## config.mk

```make
export PLATFORM = sky130hd
export DESIGN_NAME = led_mode_ctrl
export DESIGN_NICKNAME = d
export VERILOG_FILES = /design/src/rtl/led_ctrl_pkg.sv /design/src/rtl/led_mode_ctrl_pwm_gen.sv /design/src/rtl/led_mode_ctrl.sv
export SDC_FILE = /design/constraint.sdc
export NUM_CORES = 1
export LEC_CHECK = 0
export BUFFER_PORTS_ARGS = -buffer_cell sky130_fd_sc_hd__buf_2
export CORE_MARGIN = 2
export CORE_UTILIZATION = 51
export DETAILED_ROUTE_END_ITERATION = 10
export PLACE_DENSITY_LB_ADDON = 0.3
export SYNTH_ARGS = -nofsm -noshare
export SYNTH_HDL_FRONTEND = slang
export SYNTH_SLANG_ARGS = --single-unit
```

## constraint.sdc

```tcl
create_clock -name clk -period 2.8 [get_ports clk]
set_clock_uncertainty 0.05 [all_clocks]
set_input_delay 0 -clock clk [delete_from_list [all_inputs] [get_ports clk]]
set_output_delay 0 -clock clk [all_outputs]
set_load 0.1 [all_outputs]
```

## src/rtl/led_ctrl_pkg.sv

```systemverilog
// Shared LED controller types: mode encodings, controller states and counter width helper.
package led_ctrl_pkg;

  typedef enum logic [1:0] {
    MODE_OFF     = 2'd0,
    MODE_ON      = 2'd1,
    MODE_BLINK   = 2'd2,
    MODE_BREATHE = 2'd3
  } mode_t;

  // Encodings driven by the board control logic on cmd_mode
  localparam logic [1:0] LED_CMD_OFF     = 2'd0;
  localparam logic [1:0] LED_CMD_ON      = 2'd1;
  localparam logic [1:0] LED_CMD_BLINK   = 2'd2;
  localparam logic [1:0] LED_CMD_BREATHE = 2'd3;

  localparam logic [1:0] ST_IDLE = 2'd0;
  localparam logic [1:0] ST_PEND = 2'd1;
  localparam logic [1:0] ST_FADE = 2'd2;

  // Bits needed to hold values 0..max_val, never less than one
  function automatic int unsigned cnt_width(input int unsigned max_val);
    int unsigned w;
    w = $clog2(max_val + 1);
    return (w < 1) ? 1 : w;
  endfunction

endpackage

```

## src/rtl/led_mode_ctrl_pwm_gen.sv

```systemverilog
// PWM period counter with terminal-count tick and duty compare; shared by all LED channels.
module pwm_gen
  import led_ctrl_pkg::*;
#(
  parameter int unsigned PERIOD = 50000,
  parameter int unsigned DUTY_W = 13
) (
  input  logic              clk,
  input  logic              rst,
  input  logic [DUTY_W-1:0] i_duty,
  output logic              o_tick,
  output logic              o_led
);

  localparam int unsigned CNT_W = cnt_width(PERIOD);
  localparam int unsigned CMP_W = (CNT_W > DUTY_W) ? CNT_W : DUTY_W;

  logic [CNT_W-1:0] r_cnt;

  always_ff @(posedge clk) begin
    if (rst) begin
      r_cnt <= '0;
    end else if (o_tick) begin
      r_cnt <= '0;
    end else begin
      r_cnt <= r_cnt + CNT_W'(1);
    end
  end

  assign o_tick = (r_cnt == CNT_W'(PERIOD));
  assign o_led  = (CMP_W'(r_cnt) < CMP_W'(i_duty));

endmodule

```

## src/rtl/led_mode_ctrl.sv

```systemverilog
// LED mode controller: command handshake, period-aligned mode apply and duty sequencing.
// Build option FADE_OUT_EN: fade duty to zero before switching to a different mode.
module led_mode_ctrl
  import led_ctrl_pkg::*;
#(
  parameter int unsigned PERIOD        = 50000,
  parameter int unsigned MAX_DUTY      = 5000,
  parameter int unsigned STEP          = 25,
  parameter int unsigned BLINK_PERIODS = 100
) (
  input  logic       clk,
  input  logic       rst,
  input  logic       cmd_valid,
  input  logic [1:0] cmd_mode,
  output logic       cmd_ready,
  output logic       busy,
  output logic [1:0] mode_o,
  output logic       tick,
  output logic       led
);

  localparam int unsigned DUTY_W = cnt_width(MAX_DUTY);
  localparam int unsigned BLK_W  = cnt_width(BLINK_PERIODS - 1);
  localparam logic [DUTY_W-1:0] DUTY_FULL = DUTY_W'(MAX_DUTY);
  localparam logic [DUTY_W-1:0] DUTY_STEP = DUTY_W'(STEP);
  localparam logic [BLK_W-1:0]  BLK_LAST  = BLK_W'(BLINK_PERIODS - 1);

  logic [1:0]        r_state,     w_state_nxt;
  mode_t             r_mode,      w_mode_nxt;
  mode_t             r_pend_mode, w_pend_nxt;
  logic [DUTY_W-1:0] r_duty,      w_duty_nxt;
  logic              r_dir_down,  w_dir_nxt;
  logic [BLK_W-1:0]  r_blink_cnt, w_blink_nxt;

  logic              w_tick;
  logic              w_accept;
  logic              w_apply;
  logic [DUTY_W:0]   w_sum;
  logic [DUTY_W-1:0] w_duty_up;
  logic [DUTY_W-1:0] w_duty_dn;

  pwm_gen #(
    .PERIOD (PERIOD),
    .DUTY_W (DUTY_W)
  ) u_pwm (
    .clk    (clk),
    .rst    (rst),
    .i_duty (r_duty),
    .o_tick (w_tick),
    .o_led  (led)
  );

  assign busy      = (r_state != ST_IDLE);
  assign cmd_ready = ~busy;
  assign mode_o    = r_mode;
  assign tick      = w_tick;
  assign w_accept  = cmd_valid && cmd_ready;

  // Saturating duty step in both directions
  assign w_sum     = {1'b0, r_duty} + {1'b0, DUTY_STEP};
  assign w_duty_up = (w_sum >= {1'b0, DUTY_FULL}) ? DUTY_FULL : w_sum[DUTY_W-1:0];
  assign w_duty_dn = (r_duty <= DUTY_STEP) ? '0 : (r_duty - DUTY_STEP);

  always_comb begin
    w_state_nxt = r_state;
    w_mode_nxt  = r_mode;
    w_pend_nxt  = r_pend_mode;
    w_duty_nxt  = r_duty;
    w_dir_nxt   = r_dir_down;
    w_blink_nxt = r_blink_cnt;
    w_apply     = 1'b0;

    case (r_state)
      ST_IDLE: begin
        if (w_accept) begin
          w_state_nxt = ST_PEND;
          w_pend_nxt  = mode_t'(cmd_mode);
        end
      end
      ST_PEND: begin
        if (w_tick) begin
`ifdef FADE_OUT_EN
          if ((r_pend_mode != r_mode) && (r_duty != '0)) begin
            w_state_nxt = ST_FADE;
            w_duty_nxt  = w_duty_dn;
          end else begin
            w_apply = 1'b1;
          end
`else
          w_apply = 1'b1;
`endif
        end
      end
`ifdef FADE_OUT_EN
      ST_FADE: begin
        if (w_tick) begin
          if (r_duty == '0) begin
            w_apply = 1'b1;
          end else begin
            w_duty_nxt = w_duty_dn;
          end
        end
      end
`endif
      default: w_state_nxt = ST_IDLE;
    endcase

    if (w_apply) begin
      w_state_nxt = ST_IDLE;
      w_mode_nxt  = r_pend_mode;
      case (r_pend_mode)
        MODE_OFF:     w_duty_nxt = '0;
        MODE_ON:      w_duty_nxt = DUTY_FULL;
        MODE_BLINK: begin
          w_duty_nxt  = DUTY_FULL;
          w_blink_nxt = '0;
        end
        MODE_BREATHE: begin
          w_duty_nxt = '0;
          w_dir_nxt  = 1'b0;
        end
        default:      w_duty_nxt = '0;
      endcase
    end else if (w_tick && (r_state == ST_IDLE)) begin
      // Pattern advances once per period while no mode change is in flight
      case (r_mode)
        MODE_BLINK: begin
          if (r_blink_cnt == BLK_LAST) begin
            w_blink_nxt = '0;
            w_duty_nxt  = (r_duty == '0) ? DUTY_FULL : '0;
          end else begin
            w_blink_nxt = r_blink_cnt + BLK_W'(1);
          end
        end
        MODE_BREATHE: begin
          if (!r_dir_down) begin
            if (r_duty == DUTY_FULL) w_dir_nxt  = 1'b1;
            else                     w_duty_nxt = w_duty_up;
          end else begin
            if (r_duty == '0)        w_dir_nxt  = 1'b0;
            else                     w_duty_nxt = w_duty_dn;
          end
        end
        default: ;
      endcase
    end
  end

  always_ff @(posedge clk) begin
    if (rst) begin
      r_state     <= ST_IDLE;
      r_mode      <= MODE_OFF;
      r_pend_mode <= MODE_OFF;
      r_duty      <= '0;
      r_dir_down  <= 1'b0;
      r_blink_cnt <= '0;
    end else begin
      r_state     <= w_state_nxt;
      r_mode      <= w_mode_nxt;
      r_pend_mode <= w_pend_nxt;
      r_duty      <= w_duty_nxt;
      r_dir_down  <= w_dir_nxt;
      r_blink_cnt <= w_blink_nxt;
    end
  end

endmodule

```

==> results of run 1 <==
==> sequential cells by signal, summed over array words and instances, names as in the netlist <==
| register | flops |
|---|---|
| r_blink_cnt | 7 |
| mode_o | 2 |
| r_state | 1 |
| r_dir_down | 1 |
| r_pend_mode | 2 |
| r_duty | 13 |
| u_pwm.r_cnt | 16 |
==> power by group <==
| group | total, mW | internal [mW] | switching [mW] |
|---|---|---|---|
| clock | 0.589 | 0.358 | 0.232 |
| sequential | 0.614 | 0.603 | 0.0107 |
| combinational | 0.0978 | 0.0332 | 0.0646 |
==> final cells by class <==
cell class | instances | area (um^2) | area share
Tap cell | 75 | 93.8 | 0.0273
Sequential cell | 42 | 846 | 0.246
Clock inverter | 3 | 68.8 | 0.0200
Inverter | 23 | 86.3 | 0.0251
Multi-Input combinational cell | 311 | 2080 | 0.604
Clock buffer | 5 | 68.8 | 0.0200
Timing Repair Buffer | 28 | 195 | 0.0568
==> cell families after synthesis <==
group | after synthesis | share of synthesized area
AO/OA/AOI/OAI | 77 | 0.173
adder cells (fa/ha/maj) | 21 | 0.0858
XOR/XNOR | 23 | 0.0658
flip-flops | 42 | 0.275
multiplexers | 6 | 0.0200
AND/OR/NAND/NOR | 184 | 0.322
buffers and inverters | 44 | 0.0588
==> final timing paths <==
kind                    endpoint
setup / recovery             led
setup reg to reg       r_duty[3]
hold / removal    r_pend_mode[0]
hold reg to reg   u_pwm.r_cnt[0]
==> timing repair <==
action / 4_1_cts / 5_1_grt
setup endpoints to repair: 1 / 8
gates resized for setup: 1 / 5
endpoints found under the hold margin: 3 / 0
hold buffers: 3 / 0
==> synth_stat cells (4+ instances only) <==
cell type	count	area share
clkbuf_1	13	0.016
or4_1	4	0.0098
nand3b_1	4	0.0098
xor2_1	9	0.026
nor3_1	11	0.018
ha_1	21	0.086
nand2b_1	4	0.0082
dfxtp_1	42	0.27
or3_1	9	0.018
inv_1	23	0.028
nand3_1	19	0.031
and4_1	5	0.014
nor2_1	54	0.066
nor4_1	7	0.014
o21ai_0	10	0.016
a21oi_1	25	0.041
and3_1	5	0.010
a31oi_1	4	0.0082
nand4_1	12	0.025
nor2b_1	5	0.010
mux2i_1	5	0.016
nand2_1	29	0.036
xnor2_1	14	0.040
==> stage by stage <==
step,util,cells
final,0.587,487
after CTS,0.584,487
after detailed placement,0.555,476
after global routing,0.587,487
after global placement,0.555,476
after floorplan,-,397
==> worst max-delay path: stages, from the launching register on <==
cell	delay, ns
dfxtp_1	0.45
inv_1	0.17
ha_1	0.33
a21o_1	0.16
a21o_1	0.17
a211o_1	0.28
a21oi_1	0.13
o21ai_0	0.13
a31oi_2	0.19
buf_4	0.31
==> layer usage <==
metal,global-route usage,share of wire
met2,0.383,0.43
met5,0,0
met3,0.0418,0.061
met1,0.354,0.47
met4,0.115,0.038
==> summary.txt, run 1 <==
Clock network
  • CTS tree: built
  • CTS buffer count: 5
  • Clk pin slew, worst setup/hold paths: 0.08 ns
  • Setup bufs post-CTS: 0
  • H-tree Lvls: 2
  • Worst-Skew Late Latency: 0.30 ns
  • TritonCTS Sinks: 42
  • Clk buf depth: 2
  • Root Driver: clkbuf_8

Yosys
  • Synth Flop Type: dfxtp_1
  • Syn nets: 423
  • Share of flip-flops with an asynchronous set or reset: 0
  • Ys Warns: 0
  • Cell area after synthesis: 3060 um^2
  • Synth Register Bits: 42
  • Mapped Avg Cell Area: 7.72 um^2
  • Distinct cells, synth: 62
  • Post-Synthesis Cells: 397
  • Sequential share of the synthesized area: 0.275
  • Number of synthesized flops with an enable pin: 0

Timing
  • Worst slew pin tran: 0.837 ns
  • Setup_tns: 0 ns
  • Minimum clock period after layout: 2.66 ns
  • Hold_ws: 0.0928 ns
  • Setup ws final: 0.136 ns
  • Achievable clock frequency: 0.375 GHz
  • Fin. Hold Viols: 0
  • Slew Viols, Final: 0
  • RSZ-0062 raised after global routing: false
  • Final setup vio count: 0
  • Final period utilization: 0.951
  • Headroom to the max-slew limit: 0.428

Min path
  • Hold path cells: 2
  • Worst Hold Launch: rst
  • Hold Path Class: in2reg

Routing
  • WL per Instance: 16.2 um
  • Vias: 2980
  • DR DRC count: 0
  • Mean number of vias per cell: 6.12
  • Initial DRC Count: 321
  • Remaining antenna violation count: 0
  • Drt first pass iters: 5
  • Routed WL: 7880 um

Worst setup path
  • WS Path Type: reg2out
  • Critical Path Start: r_duty[1]
  • R2r worst-path depth: 7
  • Kind of start point of the critical path: flop
  • Crit Path Max Fanout: 7
  • Reg2reg setup slack: 0.19 ns
  • Worst R2R Start: r_duty[10]
  • Crit. End Element: output pin
  • Crit path required time: 2.75 ns
  • Signal arrival time at the worst endpoint: 2.61 ns

Placement
  • Final Wtd Congestion: 0.960
  • Post-detail-place hpwl: 5700 um
  • Place WS: 0.139 ns
  • Post-DP Area: 3250 um^2
  • Port Buffers: 10

Finish
  • N_diodes: 0
  • Area Growth Syn to Fin: 12.1%
  • Commonest non-fill, non-tap cell in the layout: nor2_1
  • Commonest cells after routing, fill and taps aside: nor2_1, dfxtp_1, nand2_1
  • Filler cells: 530
  • Final net count: 437
  • Fin area: 3430 um^2
  • Share of layout cells above drive strength 1: 0.126

Floorplan
  • Die Y: 81.5 um
  • Placeable core area: 5850 um^2
  • Initial core utilization: 0.524
  • Ports: 11
  • Area of the die: 6640 um^2
  • DIE WIDTH: 81.5 um
  • Rows: 28

Global routing
  • Vias in the first global route: 2727
  • GRT Residual Overflow: 0
  • First-pass GRT wire length: 13100 um
  • Initial antenna violation count: 0
  • Tot GR Track Use: 0.254
  • Largest net degree at the start of global routing: 26

Power and ir drop
  • VDD IR max: 0.000269 V
  • Pleak: 1.28 nW
  • Pwr/cell area: 379 nW/um^2
  • Power, Total: 1.30 mW

Job
  • Max-cap violations: 0

Run status
  • Status: finished, final reports clean
Power figures use the tool's default switching activity.
==> inputs of run 2 (changes only) <==
- ABC_AREA: not set -> 1
==> summary.txt, run 2 <==
Run status
  • Status: finished, final reports clean

Finish
  • Fin area: 3420 um^2 (-0.29%)
  • Commonest cells after routing, fill and taps aside: nand2_1, nor2_1, inv_1
  • Final net count: 544 (+24%)
  • Filler cells: 608 (+15%)
  • Share of layout cells above drive strength 1: 0.0867 (-0.0395)
  • Biggest regs: u_pwm.r_cnt (16), r_duty (13), r_blink_cnt (7)
  • Post-layout util: 0.572 (-0.0154)
  • Max reg flops: 16 (unchanged)
  • Area Growth Syn to Fin: 6.58%
  • Commonest non-fill, non-tap cell in the layout: nand2_1
  • N_diodes: 0 (unchanged)
  • Biggest register: u_pwm.r_cnt

Worst setup path
  • R2r worst-path depth: 10 (+3)
  • Worst path max stage delay: 0.53 ns (+0.08 ns)
  • Critical R2R Capture: r_duty[0]
  • WS Path Type: reg2out
  • Crit path required time: 2.75 ns (about the same)
  • Highest-delay cell along the critical path: dfxtp_1
  • Most used cell along the critical path: inv_1
  • Reg2reg setup slack: 0.65 ns (+0.46 ns)
  • Signal arrival time at the worst endpoint: 2.47 ns (-0.14 ns)
  • Worst R2R Start: r_duty[7]
  • Worst-path cell chain: inv_1, ha_1, nand2_1, inv_1, nand3_1, a21oi_1, o21ai_0, o211ai_1, a31oi_2, buf_2
  • Kind of start point of the critical path: flop
  • Crit. End Element: output pin
  • Crit Path Max Fanout: 9 (+2)

Routing
  • DR DRC count: 0 (unchanged)
  • Mean number of vias per cell: 5.55 (-9.4%)
  • Routed WL: 8100 um (+2.8%)
  • Remaining antenna violation count: 0 (unchanged)
  • Drt first pass iters: 5 (unchanged)
  • Initial DRC Count: 201 (-37%)
  • WL met1: 3740 um (+1.8%)
  • Max layer used: met4
  • Vias: 3294 (+11%)
  • WL per Instance: 13.6 um (-16%)
  • DR WL met3: 433 um (-9.4%)
  • Met2 WL: 3750 um (+9.5%)

Global routing
  • Tot GR Track Use: 0.240 (-0.0141)
  • Vias in the first global route: 3072 (+13%)
  • Largest net degree at the start of global routing: 16 (-38%)
  • Initial antenna violation count: 0 (unchanged)
  • First-pass GRT wire length: 14000 um (+6.4%)
  • GRT Residual Overflow: 0 (unchanged)

Floorplan
  • Placeable core area: 5990 um^2 (+2.4%)
  • Rows: 28 (unchanged)
  • Initial core utilization: 0.536 (+0.0128)
  • Die Y: 83.4 um (+2.3%)
  • DIE WIDTH: 83.4 um (+2.3%)
  • Area of the die: 6950 um^2 (+4.7%)
  • Ports: 11 (unchanged)

Yosys
  • Syn nets: 534 (+26%)
  • Area leader, netlist: dfxtp_1
  • Ys Warns: 0 (unchanged)
  • Top post-synthesis cells by area: dfxtp_1, nand2_1, ha_1
  • Distinct cells, synth: 39 (-37%)
  • Sequential share of the synthesized area: 0.262 (-0.0128)
  • Post-Synthesis Cells: 508 (+28%)
  • Cell area after synthesis: 3210 um^2 (+4.9%)
  • Synth Flop Type: dfxtp_1
  • Mapped Avg Cell Area: 6.32 um^2 (-18%)
  • Commonest cells in the synthesized netlist: nand2_1, nor2_1, inv_1
  • Yosys top cell area share: 0.262 (-0.0128)
  • Share of flip-flops with an asynchronous set or reset: 0 (unchanged)
  • Synth Register Bits: 42 (unchanged)
  • Number of synthesized flops with an enable pin: 0 (unchanged)
  • Count leader, synth: nand2_1

Placement
  • Post-DP Area: 3310 um^2 (+2.0%)
  • Post-detail-place hpwl: 6150 um (+7.8%)
  • Port Buffers: 10 (unchanged)
  • Final Wtd Congestion: 0.909 (-5.3%)

Clock network
  • TritonCTS Sinks: 42 (unchanged)
  • CTS tree: built
  • Root Driver: clkbuf_8
  • CTS buffer count: 5 (unchanged)
  • Clk buf depth: 2 (unchanged)
  • PostCTS Resize Cnt: 0 (-1)
  • H-tree Lvls: 2 (unchanged)
  • Setup bufs post-CTS: 0 (unchanged)
  • Worst-Skew Late Latency: 0.30 ns (about the same)
  • Clk pin slew, worst setup/hold paths: 0.09 ns (about the same)

Job
  • Max-cap violations: 0 (unchanged)

Min path
  • Hold EP: r_duty[5]
  • Worst Hold Launch: rst
  • Hold Path Class: in2reg
  • Hold path cells: 2 (unchanged)

Power and ir drop
  • VDD IR max: 0.000320 V (+19%)
  • Pleak: 1.50 nW (+18%)
  • Pwr/cell area: 327 nW/um^2 (-14%)

Timing
  • Headroom to the max-slew limit: 0.673 (+0.245)
  • Fin. Hold Viols: 0 (unchanged)
  • Final period utilization: 0.900 (-0.0514)
  • Slew Viols, Final: 0 (unchanged)
  • Worst slew pin tran: 0.494 ns (-0.343 ns)
  • Final setup vio count: 0 (unchanged)
  • Minimum clock period after layout: 2.52 ns (-0.144 ns)
  • Achievable clock frequency: 0.397 GHz (+5.7%)
  • RSZ-0062 raised after global routing: false
  • Setup_tns: 0 ns (unchanged)
-- run 2: repair_timing --
item,4_1_cts,5_1_grt
setup endpoints to repair,0,0
hold endpoints to repair,2,0
hold buffers,2,0
-- run 2: worst max-delay path by stage --
stage | startpoint | to | cells after the start
5_1_grt | r_duty[7] | led | 8
3_5_place_dp | r_duty[7] | led | 8
3_3_place_gp | r_duty[7] | led | 8
2_1_floorplan | r_state[0] | r_blink_cnt[6] | 7
4_1_cts | r_duty[7] | led | 8
6_report | r_duty[7] | led | 10
-- run 2: logic make-up after synthesis --
group,after synthesis,synth area share
DFF,42,0.262
adders and majority gates,21,0.0818
xor gates and xnor gates,15,0.0409
and+or+nand+nor,271,0.377
AOI/OAI and AO/OA,80,0.135
buffers and inverters,79,0.103
-- run 2: layout make-up --
type	count	area, um^2	area share
clock buffers	5	68.8	0.0201
clock inverters	3	25.0	0.00731
inverters	67	255	0.0745
multi-input cells	387	2050	0.598
flip-flops and latches	42	842	0.246
well taps	75	93.8	0.0274
repair buffers	15	92.6	0.0270
-- run 2: layer usage --
metal	up-vias	GRT usage
met5	-	0
li1	1683	-
met3	16	0.0457
met2	99	0.396
met1	1496	0.315
met4	0	0.0760
-- run 2: critical path, delay by kind of cell (launching register included) --
kind                       cells  cell delay, ns
and+or+nand+nor                2            0.14
buffers and inverters          3            0.66
DFF                            1            0.53
AOI/OAI and AO/OA              4            0.48
adders and majority gates      1            0.35
-- run 2: through the flow --
step | setup slack [ns] | instances | power, mW | hold WS (ns)
after global placement | 0.602 | 584 | 0.721 | 0.182
final | 0.280 | 594 | 1.12 | 0.0241
after detailed placement | 0.617 | 584 | 0.723 | 0.207
after CTS | 0.267 | 594 | 1.13 | 0.0188
after global routing | 0.0724 | 594 | 1.17 | 0.0452
after floorplan | 0.459 | 508 | 0.701 | 0.0293
-- run 2: report_power, final --
part / total, mW / leakage (nW) / internal, mW / switching (mW)
clock: 0.409 / 0.0447 / 0.180 / 0.229
combinational: 0.0998 / 1.12 / 0.0245 / 0.0752
sequential: 0.612 / 0.340 / 0.604 / 0.00811
